==> config.mk <==
export PLATFORM = sky130hd
export DESIGN_NAME = bin2bcd_seq_flat
export DESIGN_NICKNAME = d
export VERILOG_FILES = /design/src/rtl/bin2bcd_seq_if.sv /design/src/rtl/bin2bcd_seq.sv /design/src/flat_wrapper.sv
export SDC_FILE = /design/constraint.sdc
export NUM_CORES = 1
export LEC_CHECK = 0
export ABC_AREA = 1
export BUFFER_PORTS_ARGS = -buffer_cell sky130_fd_sc_hd__buf_2
export CAP_MARGIN = 20
export CORE_MARGIN = 2
export CORE_UTILIZATION = 45
export CTS_BUF_LIST = sky130_fd_sc_hd__clkbuf_8
export CTS_CLUSTER_DIAMETER = 100
export DETAILED_ROUTE_END_ITERATION = 10
export GPL_TIMING_DRIVEN = 0
export PLACE_DENSITY_LB_ADDON = 0.2
export SETUP_SLACK_MARGIN = 0.05
export SLEW_MARGIN = 5
export SYNTH_ARGS = -nofsm -noshare
export SYNTH_HDL_FRONTEND = slang
export SYNTH_SLANG_ARGS = --single-unit
export TNS_END_PERCENT = 5
==> constraint.sdc <==
create_clock -name CLK -period 1.4 [get_ports CLK]
set_input_delay 0.28 -clock CLK [delete_from_list [all_inputs] [get_ports CLK]]
set_output_delay 0.28 -clock CLK [all_outputs]
set_load 0.02 [all_outputs]
==> src/rtl/bin2bcd_seq_if.sv <==
// Request/result bundle between a bin2bcd_seq converter and its client.
// The client drives the operand and start request; the converter returns status and the packed BCD result.
interface bin2bcd_seq_if #(
   parameter int BIN_WIDTH = 14
);
   logic [BIN_WIDTH-1:0] BIN_IN;
   logic                 START;
   logic                 BUSY;
   logic                 DONE;
   logic [15:0]          BCD_OUT;
   logic                 OVF;

   modport master (
      output BIN_IN, START,
      input  BUSY, DONE, BCD_OUT, OVF
   );

   modport slave (
      input  BIN_IN, START,
      output BUSY, DONE, BCD_OUT, OVF
   );
endinterface

==> src/rtl/bin2bcd_seq.sv <==
// Sequential binary-to-BCD converter (shift-and-add-3), one bit per cycle.
// Inputs above 9999 saturate to 9999 and flag OVF; results are held for the seven-segment decoder.
//
// state  | meaning
// IDLE   | waiting for START; BCD_OUT/OVF hold the last result
// SHIFT  | one correct-and-shift step per cycle, cnt steps remaining
// FINISH | publish scratch to BCD_OUT, pulse DONE, return to IDLE
module bin2bcd_seq #(
   parameter int BIN_WIDTH = 14
) (
   input  logic          CLK,
   input  logic          RESET_N,
   bin2bcd_seq_if.slave  bus
);

   typedef enum logic [1:0] {
      IDLE   = 2'd0,
      SHIFT  = 2'd1,
      FINISH = 2'd2
   } state_t;

   state_t               state, state_nx;
   logic [4:0]           cnt, cnt_nx;
   logic [15:0]          scratch, scratch_nx;
   logic [BIN_WIDTH-1:0] operand, operand_nx;
   logic                 ovf_pend, ovf_pend_nx;
   logic [15:0]          bcd_q, bcd_nx;
   logic                 ovf_q, ovf_nx;
   logic                 done_q, done_nx;
   logic                 busy_q, busy_nx;
   logic [15:0]          corr;
   logic [15:0]          bin_ext;

   always_ff @(posedge CLK or negedge RESET_N) begin
      if (!RESET_N) begin
         state    <= IDLE;
         cnt      <= '0;
         scratch  <= '0;
         operand  <= '0;
         ovf_pend <= 1'b0;
         bcd_q    <= '0;
         ovf_q    <= 1'b0;
         done_q   <= 1'b0;
         busy_q   <= 1'b0;
      end else begin
         state    <= state_nx;
         cnt      <= cnt_nx;
         scratch  <= scratch_nx;
         operand  <= operand_nx;
         ovf_pend <= ovf_pend_nx;
         bcd_q    <= bcd_nx;
         ovf_q    <= ovf_nx;
         done_q   <= done_nx;
         busy_q   <= busy_nx;
      end
   end

   always_comb begin
      state_nx    = state;
      cnt_nx      = cnt;
      scratch_nx  = scratch;
      operand_nx  = operand;
      ovf_pend_nx = ovf_pend;
      bcd_nx      = bcd_q;
      ovf_nx      = ovf_q;
      done_nx     = 1'b0;
      bin_ext     = 16'(bus.BIN_IN);

      // Add-3 correction on every digit in parallel; operand <= 9999 keeps each digit from wrapping.
      corr = scratch;
      for (int i = 0; i < 4; i++) begin
         if (scratch[4*i +: 4] >= 4'd5) begin
            corr[4*i +: 4] = scratch[4*i +: 4] + 4'd3;
         end
      end

      case (state)
         IDLE: begin
            if (bus.START) begin
               cnt_nx     = 5'(BIN_WIDTH);
               scratch_nx = '0;
               state_nx   = SHIFT;
               if (bin_ext > 16'd9999) begin
                  operand_nx  = BIN_WIDTH'(16'd9999);
                  ovf_pend_nx = 1'b1;
               end else begin
                  operand_nx  = bus.BIN_IN;
                  ovf_pend_nx = 1'b0;
               end
            end
         end
         SHIFT: begin
            scratch_nx = {corr[14:0], operand[BIN_WIDTH-1]};
            operand_nx = operand << 1;
            cnt_nx     = cnt - 5'd1;
            if (cnt == 5'd1) begin
               state_nx = FINISH;
            end
         end
         FINISH: begin
            bcd_nx   = scratch;
            ovf_nx   = ovf_pend;
            done_nx  = 1'b1;
            state_nx = IDLE;
         end
         default: state_nx = IDLE;
      endcase

      busy_nx = (state_nx != IDLE);
   end

   assign bus.BUSY    = busy_q;
   assign bus.DONE    = done_q;
   assign bus.BCD_OUT = bcd_q;
   assign bus.OVF     = ovf_q;

endmodule

==> src/flat_wrapper.sv <==
// flat-port wrapper written by rule: the top's interface ports become plain ports
module bin2bcd_seq_flat 
#(
   parameter int BIN_WIDTH = 14
)
  (CLK, RESET_N, bus_BIN_IN, bus_START, bus_BUSY, bus_DONE, bus_BCD_OUT, bus_OVF);
  bin2bcd_seq_if #(.BIN_WIDTH(BIN_WIDTH)) bus_i ();
  input  logic CLK;
  input  logic RESET_N;
  input wire logic [$bits(bus_i.BIN_IN)-1:0] bus_BIN_IN;
  input wire logic [$bits(bus_i.START)-1:0] bus_START;
  output wire logic [$bits(bus_i.BUSY)-1:0] bus_BUSY;
  output wire logic [$bits(bus_i.DONE)-1:0] bus_DONE;
  output wire logic [$bits(bus_i.BCD_OUT)-1:0] bus_BCD_OUT;
  output wire logic [$bits(bus_i.OVF)-1:0] bus_OVF;
  assign bus_i.BIN_IN = bus_BIN_IN;
  assign bus_i.START = bus_START;
  assign bus_BUSY = bus_i.BUSY;
  assign bus_DONE = bus_i.DONE;
  assign bus_BCD_OUT = bus_i.BCD_OUT;
  assign bus_OVF = bus_i.OVF;
  bin2bcd_seq #(.BIN_WIDTH(BIN_WIDTH)) u_core (.CLK(CLK), .RESET_N(RESET_N), .bus(bus_i));
endmodule
# Word level (Yosys, flattened, before mapping)
# Cells that the tools add are included.
# totals
reg_bits	57
latch_bits	0
ram_bits	0
romBits	0
in_bits	17
output_inout_bits	19
elab_cells	44
n_memories	0
# op_classes
add_sub_neg	5
n_mul	0
div_mod_pow	0
magnitude_cmp	5
eq_ne	4
shifts	0
mux	16
bitwise	0
n_reduce_logical	5
# ops
cell	n
$pmux 16 s2	1
$mux 14	2
$pmux 14 s2	1
$ge 4x3->1 const B	4
$mux 16	1
$gt 14x14->1 const B	1
$add 4x2->4 const B	3
$mux 4	3
$pmux 5 s2	1
$eq 5x1->1 const B	1
$mux 5	1
$sub 5x1->5 const B	1
$mux 2	2
$pmux 2 s2	1
$reduce_and 2->1	2
$reduce_bool 2->1	2
$add 3x2->3 const B	1
$mux 3	1
$eq 2x1->1 const B	1
$eq 2x2->1 const B	1
$logic_not 2->1	1
$mux 1	2
$ne 2x2->1 const B	1

# Longest topological paths before layout
# depth
depth_word	4
mapped_depth	8
ltp_nobuf	8

# Least setup slack after synthesis
# OpenSTA, ideal clock, no wires.
# synth_timing
path_type	register -> register
startpoint	reg u_core.state[1]
endpoint	reg u_core.operand[7]
setup_time_ns	0.121
arrival_time_ns	1.033
required_ns	1.279
setup_slack_ns	0.245
stages_incl_launch_ff	6
n_path_buf	1
synth_period_minus_slack_ns	1.155
path_cell_list	dfrtp_1 > inv_1 > o21ai_2 > buf_4 > a22oi_1 > nand2_1
# synth_via
elab_chain_len	3
elab_cells_between_ends	6
classes_between	2 x eq/ne; 1 x mux; 3 x reduce/logical
# synth_lines
item	line_no	rtl
start: declaration	bin2bcd_seq.sv:22	state_t state, state_nx;
start signal: assignment	bin2bcd_seq.sv:46	state <= state_nx;
$eq 2x1->1 or $logic_not 2->1 (tied branches)	bin2bcd_seq.sv:77	case (state)
$reduce_bool 2->1 (no line) or $ne 2x2->1 (tied branches)	n/a	
$reduce_and 2->1 (no line)	n/a	
end signal: assignment	bin2bcd_seq.sv:49	operand <= operand_nx;
end: declaration	bin2bcd_seq.sv:25	logic [BIN_WIDTH-1:0] operand, operand_nx;
# Several ways; a longest one is shown, not always the timed one.
# A chain may end at the register's enable or synchronous reset.

# Worst setup path after layout
# layout_timing
startpoint	reg u_core.state[0]
endpoint	reg u_core.cnt[1]
# layout_via
elab_chain_len	3
elab_cells_between_ends	6
classes_between	2 x eq/ne; 1 x mux; 3 x reduce/logical
# layout_lines
item	line_no	rtl
$eq 2x1->1 or $logic_not 2->1 (tied branches)	bin2bcd_seq.sv:77	
$reduce_bool 2->1 (no line) or $ne 2x2->1 (tied branches)	n/a	
$reduce_and 2->1 (no line)	n/a	
end signal: assignment	bin2bcd_seq.sv:47	cnt <= cnt_nx;
end: declaration	bin2bcd_seq.sv:23	logic [4:0] cnt, cnt_nx;
# Several ways; a longest one is shown, not always the timed one.

==> results.yml <==
worst_setup_path:
  cp_cell_sequence: "inv_2 > nor2_4 > buf_2 > a22oi_1"
  r2r-end: "u_core.cnt[1]"
  cpLargestDelayFamily: "flip-flops"
  max_stage_delay_ns: 0.44
  cp_num_buf_inv: 2
  cp.arrival_ns: 1.46
  required_ns: 1.60
  reg2regPathDepth: 4
  startpoint: "u_core.state[0]"
  regToRegStartpoint: "u_core.state[0]"
  start_kind: "register"
  cp-end-kind: "register"
  critPathSlowestCell: "dfrtp_2"
  ff2ff_setup_slack_ns: 0.14
  critPathMaxFanout: 10
  worstSetupPathDepth: 4
  worstSetupPathType: "register to register"
hold_path:
  holdPathEnd: "u_core.operand[11]"
  min_from: "bus_BIN_IN[11]"
  hold_path_depth: 3
  hold_class: "input pin to register"
placement:
  dpl.hpwl_um: 4040
  port_buffers: 35
  place_congestion: 0.852
global_route:
  grt_pass1_vias: 2079
  grt_max_degree: 32
  grt_pass1_wl_um: 9300
  grt-ovfl-total: 0
  antenna_found_initial: 0
  track_usage_pct: 18.5
cts:
  cts.sinks: 57
  clock_path_buffers: 2
  root_buffer: "clkbuf_8"
  cts_made_buffers: 9
  cts_tree: "done"
  cts.clk_slew.worst_paths_ns: 0.06
  clock_latency_ns: 0.34
  cts_max_level: 3
timing:
  min_period_ns: 1.26
  slew_violations: 0
  fmax_mhz: 793
  finalCritPeriodShare_pct: 90.1
  max_slew_margin_pct: 58.1
  rsz0062_at_grt: "yes"
  setup_violations: 0
  skew_ns: 0.00912
  finalHoldViolations: 0
  worst_pin_slew_ns: 0.628
  whs_ns: 0.201
  fin_setup_tns_ns: 0
floorplan:
  initial_utilization_pct: 46.7
  num_io_pins: 36
  fp.dieArea_um2: 6790
  coreArea_um2: 5920
  dieWidth_um: 82.4
  rows: 28
  chipHeight_um: 82.4
synthesis:
  ys_seq_elements: 57
  yosysTopAreaCell: "dfrtp_1"
  avgSynthCellArea_um2: 8.13
  synth_top_area_share_pct: 51.6
  synth_cell_type_count: 21
  ys_seq_area_share_pct: 51.6
  ys_warn_count: 0
  synthFlopType: "dfrtp_1"
  yosysMostFrequentCell: "nand2_1"
  synth.area.top_cells: "dfrtp_1, nand2_1, inv_1"
  synth_edf_count: 0
  syn-num-nets: 367
  synthArstFlopShare_pct: 100
  syn_inst: 340
  synth_common_cells: "nand2_1, dfrtp_1, inv_1"
  synth_area_um2: 2770
power:
  power.density_nw_per_um2: 2090
  ir_drop_mv: 1.00
  leakage_nw: 1.83
drt:
  vias: 2309
  ant_nets: 0
  dr.pass1.iters: 4
  drt_wl_total_um: 5700
  drtIter0Drc: 112
  wl_per_cell_um: 12.1
  drc: 0
  routed_via_density: 4.92
flow_run:
  maxCapViolCount: 0
cells_and_area:
  register_area_um2: 1430
  multi_input_comb_area_um2: 1150
  fillerInstances: 569
  area_delta_synth_final_pct: 20.7
  diodes: 0
  final_layout_size_suffix_gt1_share_pct: 20.3
  layout.nets: 416
outcome:
  status: "finished clean"
==> layout by cell type (no fill, tap or decap), types with 2 or more instances in the layout <==
cell type,count
buf_4,4
nor2_1,22
nand2_1,120
dfrtp_1,56
nand4_1,11
clkbuf_8,10
buf_2,39
a22oi_1,5
ha_1,10
inv_1,31
bufinv_16,3
nand3_2,2
nor2_4,2
nand3_1,26
inv_2,11
o21ai_1,5
o21ai_0,25
==> timing repair <==
item / in CTS / in global routing
buffers inserted: 0 / 1
hold buffers: 1 / 0
endpoints found under the hold margin: 26 / 0
gates resized for setup: 0 / 12
setup endpoints to repair: 15 / 34
pin swaps: 0 / 0
==> worst min-delay path: cells and delay by family <==
family / cells / cell delay, ns
AND/OR/NAND/NOR: 2 / 0.13
buffers and inverters: 1 / 0.09
==> worst max path at each step <==
stage               slack (ns)                 to
floorplan                 0.25  u_core.operand[7]
global placement         -0.06  u_core.operand[1]
detailed placement        0.05      u_core.cnt[1]
CTS                       0.02  u_core.scratch[7]
global route              0.05  u_core.scratch[1]
finish                    0.14      u_core.cnt[1]
==> cells by family (layout without fill, tap and decap cells) <==
logic type | count (synthesis) | after routing | share of synthesized area [%]
AND/OR/NAND/NOR | 186 | 186 | 28.8
adder cells (fa/ha/maj) | 10 | 10 | 4.52
AO/OA/AOI/OAI | 37 | 37 | 7.38
flip-flops | 57 | 57 | 51.6
buffers and inverters | 50 | 104 | 7.69
==> per-layer routing <==
layer | vias to the layer above | part of all wire [%] | global-route usage [%]
met5 | - | 0 | 0
met4 | 0 | 1.5 | 8.50
met3 | 10 | 4.6 | 3.91
met2 | 50 | 47 | 31.2
met1 | 1060 | 47 | 22.5
li1 | 1189 | - | -
==> state kept, by name, indices dropped and copies added, names as in the netlist <==
name                flops
u_core.operand         14
u_core.state            2
u_core.bus.BUSY         1
u_core.bus.BCD_OUT     16
u_core.scratch         16
u_core.ovf_pend         1
u_core.cnt              5
u_core.bus.DONE         1
u_core.bus.OVF          1
==> power breakdown <==
group	switching (W)	leakage, nW	internal [W]
logic	0.00157	0.974	0.000942
clock network	0.000661	0.124	0.00122
registers	0.000378	0.729	0.00221
==> through the flow <==
stage / setup slack (ns) / area [µm²] / total power [W] / instances / utilization (%)
detailed placement: 0.0511 / 3050 / 0.00507 / 451 / 51.6
CTS: 0.0153 / 3310 / 0.00698 / 468 / 55.9
finish: 0.139 / 3340 / 0.00698 / 469 / 56.4
floorplan: 0.245 / 2770 / 0.00443 / 340 / -
global route: 0.0477 / 3340 / 0.00756 / 469 / 56.4
global placement: -0.0600 / 3030 / 0.00499 / 450 / 51.2
==> final cells by class <==
| type | instances | share of cell area (%) |
|---|---|---|
| clock inverter | 6 | 3.19 |
| timing repair buffer | 38 | 6.37 |
| buffer | 9 | 1.76 |
| clock buffer | 10 | 4.12 |
| sequential | 57 | 42.8 |
| tap | 75 | 2.81 |
| multi-input combinational | 233 | 34.3 |
| inverter | 41 | 4.61 |
No activity file was read; power rests on OpenSTA's default activity.
